==> config.mk <==
export PLATFORM = sky130hd
export DESIGN_NAME = mips_debug_unit
export DESIGN_NICKNAME = d
export VERILOG_FILES = /design/src/rtl/mips_debug_unit.sv
export SDC_FILE = /design/constraint.sdc
export NUM_CORES = 1
export LEC_CHECK = 0
export CAP_MARGIN = 20
export CELL_PAD_IN_SITES_DETAIL_PLACEMENT = 1
export CELL_PAD_IN_SITES_GLOBAL_PLACEMENT = 1
export CORE_ASPECT_RATIO = 1.5
export CORE_UTILIZATION = 40
export CTS_BUF_LIST = sky130_fd_sc_hd__clkbuf_16
export CTS_CLUSTER_DIAMETER = 30
export DETAILED_ROUTE_END_ITERATION = 10
export PLACE_DENSITY_LB_ADDON = 0.1
export SYNTH_ARGS = -nofsm -noshare
export SYNTH_HDL_FRONTEND = slang
export SYNTH_SLANG_ARGS = --single-unit
export TNS_END_PERCENT = 20
==> constraint.sdc <==
create_clock -name i_clk -period 5.5 [get_ports i_clk]
set_input_delay 1.375 -clock i_clk [delete_from_list [all_inputs] [get_ports i_clk]]
set_output_delay 1.375 -clock i_clk [all_outputs]
set_load 0.01 [all_outputs]
==> src/rtl/mips_debug_unit.sv <==
`default_nettype none
// +--------------------------------------------------------------------------+
// | mips_debug_unit                                                          |
// | UART-command debug controller for the MIPS pipeline. Handles run, step   |
// | and the PC / cycle / register / memory dump stream.                      |
// | Optional macro MIPS_DEBUG_UNIT_CHECKSUM_EN appends an XOR checksum byte. |
// | Revision: 1.0                                                            |
// +--------------------------------------------------------------------------+
module mips_debug_unit #(
  parameter int NB_BITS     = 32,
  parameter int NB_REG      = 5,
  parameter int NB_ADDR     = 10,
  parameter int N_MEM_WORDS = 16
) (
  input  logic               i_clk,
  input  logic               i_rst,
  input  logic [7:0]         i_rx_data,
  input  logic               i_rx_valid,
  output logic [7:0]         o_tx_data,
  output logic               o_tx_start,
  input  logic               i_tx_done,
  output logic               o_debug,
  output logic               o_step,
  output logic [NB_REG-1:0]  o_reg_sel,
  input  logic [NB_BITS-1:0] i_reg_data,
  output logic [NB_ADDR-1:0] o_mem_addr,
  input  logic [NB_BITS-1:0] i_mem_data,
  input  logic [NB_BITS-1:0] i_pc,
  input  logic               i_halt
);

  localparam logic [7:0] CMD_RUN  = 8'h63;
  localparam logic [7:0] CMD_STEP = 8'h73;

  localparam int N_REGS         = 1 << NB_REG;
  localparam int BYTES_PER_WORD = NB_BITS / 8;
  localparam int BCNT_W         = (BYTES_PER_WORD > 1) ? $clog2(BYTES_PER_WORD) : 1;
  localparam int REG_BASE       = 2;
  localparam int MEM_BASE       = REG_BASE + N_REGS;
  localparam int LAST_WORD      = MEM_BASE + N_MEM_WORDS - 1;
`ifdef MIPS_DEBUG_UNIT_CHECKSUM_EN
  localparam int FINAL_WORD     = LAST_WORD + 1;
`else
  localparam int FINAL_WORD     = LAST_WORD;
`endif
  localparam int IDX_W          = $clog2(FINAL_WORD + 1);

  localparam logic [IDX_W-1:0] IDX_PC    = '0;
  localparam logic [IDX_W-1:0] IDX_CNT   = IDX_W'(1);
  localparam logic [IDX_W-1:0] IDX_REG0  = IDX_W'(REG_BASE);
  localparam logic [IDX_W-1:0] IDX_MEM0  = IDX_W'(MEM_BASE);
  localparam logic [IDX_W-1:0] IDX_LAST  = IDX_W'(LAST_WORD);
  localparam logic [IDX_W-1:0] IDX_FINAL = IDX_W'(FINAL_WORD);
  localparam logic [BCNT_W-1:0] BCNT_LAST = BCNT_W'(BYTES_PER_WORD - 1);

  typedef enum logic [2:0] {
    S_IDLE, S_RUN, S_STEP, S_DUMP, S_LOAD, S_SETTLE, S_SEND, S_WAIT
  } state_t;

  state_t              state, state_next;
  logic                halted;
  logic [31:0]         cycle_cnt;
  logic [NB_BITS-1:0]  pc_snap;
  logic [IDX_W-1:0]    word_idx;
  logic [BCNT_W-1:0]   byte_cnt;
  logic [NB_BITS-1:0]  shift;
  logic [7:0]          csum;
  logic [NB_REG-1:0]   reg_sel;
  logic [NB_ADDR-1:0]  mem_addr;
  logic                last_byte;
  logic [NB_BITS-1:0]  fetch_word;
  logic                cmd_ok;

  assign cmd_ok = i_rx_valid && ((i_rx_data == CMD_RUN) || (i_rx_data == CMD_STEP));

`ifdef MIPS_DEBUG_UNIT_CHECKSUM_EN
  // The checksum word carries a single byte.
  assign last_byte = (byte_cnt == BCNT_LAST) || (word_idx == IDX_FINAL);
`else
  assign last_byte = (byte_cnt == BCNT_LAST);
`endif

  always_comb begin
    fetch_word = i_mem_data;
    if (word_idx == IDX_PC)
      fetch_word = pc_snap;
    else if (word_idx == IDX_CNT)
      fetch_word = NB_BITS'(cycle_cnt);
    else if (word_idx < IDX_MEM0)
      fetch_word = i_reg_data;
  end

  always_comb begin
    state_next = state;
    o_debug    = 1'b1;
    o_step     = 1'b0;
    o_tx_start = 1'b0;
    case (state)
      S_IDLE: begin
        if (cmd_ok) begin
          if (halted)
            state_next = S_DUMP;
          else if (i_rx_data == CMD_RUN)
            state_next = S_RUN;
          else
            state_next = S_STEP;
        end
      end
      S_RUN: begin
        o_debug = 1'b0;
        if (i_halt) state_next = S_DUMP;
      end
      S_STEP: begin
        o_step     = 1'b1;
        state_next = S_DUMP;
      end
      S_DUMP: state_next = S_LOAD;
      S_LOAD: begin
`ifdef MIPS_DEBUG_UNIT_CHECKSUM_EN
        state_next = (word_idx == IDX_FINAL) ? S_SEND : S_SETTLE;
`else
        state_next = S_SETTLE;
`endif
      end
      S_SETTLE: state_next = S_SEND;
      S_SEND: begin
        o_tx_start = 1'b1;
        state_next = S_WAIT;
      end
      S_WAIT: begin
        if (i_tx_done) begin
          if (!last_byte)
            state_next = S_SEND;
          else if (word_idx == IDX_FINAL)
            state_next = S_IDLE;
          else
            state_next = S_LOAD;
        end
      end
      default: state_next = S_IDLE;
    endcase
  end

  always_ff @(posedge i_clk) begin
    if (i_rst) begin
      state     <= S_IDLE;
      halted    <= 1'b0;
      cycle_cnt <= '0;
      pc_snap   <= '0;
      word_idx  <= '0;
      byte_cnt  <= '0;
      shift     <= '0;
      csum      <= '0;
      reg_sel   <= '0;
      mem_addr  <= '0;
    end else begin
      state <= state_next;
      case (state)
        S_RUN, S_STEP: begin
          cycle_cnt <= cycle_cnt + 32'd1;
          if (i_halt) halted <= 1'b1;
        end
        S_DUMP: begin
          pc_snap  <= i_pc;
          word_idx <= '0;
          byte_cnt <= '0;
          csum     <= '0;
        end
        S_LOAD: begin
          byte_cnt <= '0;
`ifdef MIPS_DEBUG_UNIT_CHECKSUM_EN
          if (word_idx == IDX_FINAL) shift <= {csum, {(NB_BITS-8){1'b0}}};
`endif
          if (word_idx >= IDX_REG0 && word_idx < IDX_MEM0)
            reg_sel <= NB_REG'(word_idx - IDX_REG0);
          else if (word_idx >= IDX_MEM0 && word_idx <= IDX_LAST)
            mem_addr <= NB_ADDR'(word_idx - IDX_MEM0);
        end
        // Select has had a full cycle to settle through the read ports.
        S_SETTLE: shift <= fetch_word;
        S_SEND:   csum  <= csum ^ shift[NB_BITS-1 -: 8];
        S_WAIT: begin
          if (i_tx_done) begin
            shift    <= {shift[NB_BITS-9:0], 8'h00};
            byte_cnt <= byte_cnt + BCNT_W'(1);
            if (last_byte) begin
              word_idx <= word_idx + IDX_W'(1);
              if (word_idx == IDX_FINAL) begin
                reg_sel  <= '0;
                mem_addr <= '0;
              end
            end
          end
        end
        default: ;
      endcase
    end
  end

  assign o_tx_data  = shift[NB_BITS-1 -: 8];
  assign o_reg_sel  = reg_sel;
  assign o_mem_addr = mem_addr;

endmodule
`default_nettype wire
==> impl_metrics.env <==
export IMPL_status="completed"
export IMPL_drt_initial_drc_count=241
export IMPL_cts_hold_buf=0
export IMPL_yosysUniqueCellTypes=58
export IMPL_synth_area_sq_um=6580
export IMPL_cts_num_sinks=120
export IMPL_antenna_found_initial=1
export IMPL_setup_viol=0
export IMPL_p_leak_nw=3.09
export IMPL_dieArea_sq_um=17000
export IMPL_gp_congestion=0.838
export IMPL_slew_headroom_pct=36.3
export IMPL_yosys_register_bits=120
export IMPL_cts_tree="yes"
export IMPL_firstDrtPassIters=7
export IMPL_tns_ns=0
export IMPL_post_cts_setup_buffers=0
export IMPL_htree_num_levels=4
export IMPL_std_cell_rows=57
export IMPL_fp_coreArea_sq_um=16100
export IMPL_final_period_utilization_pct=64.7
export IMPL_clockBufferDepth=2
export IMPL_critPathKind="flop to primary output"
export IMPL_cp_arrival_ns=2.18
export IMPL_power_mw=2.11
export IMPL_grt_pass1_vias=7133
export IMPL_chipWidth_um=107
export IMPL_crit_fanout=25
export IMPL_ios=135
export IMPL_hp_class="flop to flop"
export IMPL_ys_flop_type="dfxtp_1"
export IMPL_avgSynthCellArea_sq_um=8.08
export IMPL_grt_max_degree=89
export IMPL_drc=0
export IMPL_finalInstanceArea_sq_um=8520
export IMPL_power_density_nw_per_um2=248
export IMPL_syn_nets=933
export IMPL_drt_total_wl_mm=23.3
export IMPL_post_drt_wl_per_cell_um=20.9
export IMPL_area_growth_pct=29.4
export IMPL_portBuffers=134
export IMPL_setup_worst_path_end_class="primary output"
export IMPL_min_period_ns=3.56
export IMPL_clk_pin_slew_ns=0.06
export IMPL_vias=6707
export IMPL_cts_repair_resized=0
export IMPL_worst_pin_slew_ns=0.955
export IMPL_worstPathRequired_ns=4.12
export IMPL_avgViaCountPerCell=6.02
export IMPL_grt_usage_pct=27.6
export IMPL_final_core_util_pct=52.8
export IMPL_nNetsFinal=1013
export IMPL_synth_edf_count=0
export IMPL_grt_pass1_wl_mm=36.8
export IMPL_dp_cells=1081
export IMPL_syn_inst=815
export IMPL_hpwl_mm=16.0
export IMPL_rsz0062_at_grt="false"
export IMPL_layoutNonFillerInstCount=1114
export IMPL_synthArstFlopShare_pct=0
export IMPL_drv_cap=0
export IMPL_die_y_um=159
export IMPL_initial_core_util_pct=40.8
export IMPL_grt_overflow=0
export IMPL_vdd_drop_max_mv=0.141
export IMPL_max_freq_ghz=0.281
export IMPL_placed_area_sq_um=7900
export IMPL_drv_slew=0
export IMPL_cts_root_buffer="clkbuf_16"
export IMPL_start_kind="flop"
export IMPL_fillers=1912
export IMPL_cts_made_buffers=17
export IMPL_ys_warn_count=0
export IMPL_seq_area_frac_synth_pct=36.5
export IMPL_skew_ns=0.00959
export IMPL_hold_viol_final=0
export IMPL_drive_gt1_share_pct=6.17
export IMPL_ant_nets=0
export IMPL_clk_latency_ns=0.41
[worst max-delay path, cell delays in order (launching register included)]
cell and delay, ns:
dfxtp_1 0.83, nor2_1 0.21, nand2_1 0.16, clkdlybuf4s50_1 0.56
[where the power goes]
group / internal [mW] / switching, mW / total [mW]
logic: 0.0772 / 0.0327 / 0.110
clock network: 0.741 / 0.392 / 1.13
registers: 0.870 / 0.000262 / 0.870
total: 1.69 / 0.425 / 2.11
[path summary, 6_finish.rpt]
check,slack [ns],depth (start not counted),end,startpoint
max,1.94,3,o_debug,state[2]$_SDFFE_PP0P_
max reg2reg,2.64,7,shift[6]$_SDFFE_PP0P_,word_idx[2]$_SDFFE_PP0P_
min,0.46,2,pc_snap[16]$_SDFFE_PP0P_,pc_snap[16]$_SDFFE_PP0P_
min reg2reg,0.46,2,pc_snap[16]$_SDFFE_PP0P_,pc_snap[16]$_SDFFE_PP0P_
[cell usage in the layout, fill, tap and decap left out, drive strengths merged, types with 10 or more instances in the layout]
master	count
nor4	12
and3	36
dfxtp	120
xnor2	10
nor2	42
a21oi	103
o21bai	22
clkbuf	17
and4	27
o31ai	12
a211oi	11
buf	14
o211ai	28
nand3	12
nor2b	12
nand2	87
a21boi	25
inv	11
a31oi	23
nand4	12
clkdlybuf4s50	133
mux2	10
or4	14
[cells by family after synthesis]
kind of cell	count (synthesis)	synth area share, %
compound gates	270	27.1
xor+xnor	16	2.13
fa+ha+maj	9	1.71
buf+inv	96	6.37
flops	120	36.5
mux	10	1.71
simple gates	294	24.5
[Yosys cell counts, drive strengths merged, types with 14 or more instances]
cell type,count,share of area [%]
a21boi,25,2.9
a21oi,103,7.8
a31oi,23,2.2
and3,36,3.4
and4,27,3.6
buf,23,2.2
clkbuf,63,3.6
dfxtp,120,36
nand2,87,5.0
nor2,42,2.4
o211ai,28,3.2
o21bai,22,2.5
or4,14,1.6
[sequential cells by signal, summed over array words and instances, names as in the netlist]
name and flops:
shift 32, word_idx 6, pc_snap 32, state 3
halted 1, o_reg_sel 5, cycle_cnt 32, o_mem_addr 7
byte_cnt 2
[layout make-up]
type,count,area (sq um),share of cell area [%]
inverters,10,37.5,0.441
well taps,206,258,3.03
clock inverters,14,164,1.92
repair buffers,147,1460,17.1
flip-flops and latches,120,2400,28.2
diodes,1,2.50,0.0294
clock buffers,17,425,4.99
multi-input cells,599,3770,44.3
[per-stage QoR]
| stage | setup slack (ns) | hold WS [ns] |
|---|---|---|
| 2_1_floorplan | 2.95 | 0.432 |
| 3_3_place_gp | 1.97 | 0.441 |
| 3_5_place_dp | 1.87 | 0.450 |
| 4_1_cts | 1.94 | 0.458 |
| 5_1_grt | 1.78 | 0.483 |
| 6_report | 1.94 | 0.457 |
[layer usage]
layer | track usage (%) | share of wire (%)
met2 | 51.6 | 54
met5 | 0 | 0
met1 | 29.5 | 39
met3 | 5.03 | 3.8
met4 | 12.1 | 3.5
(Power assumes the default switching activity.)
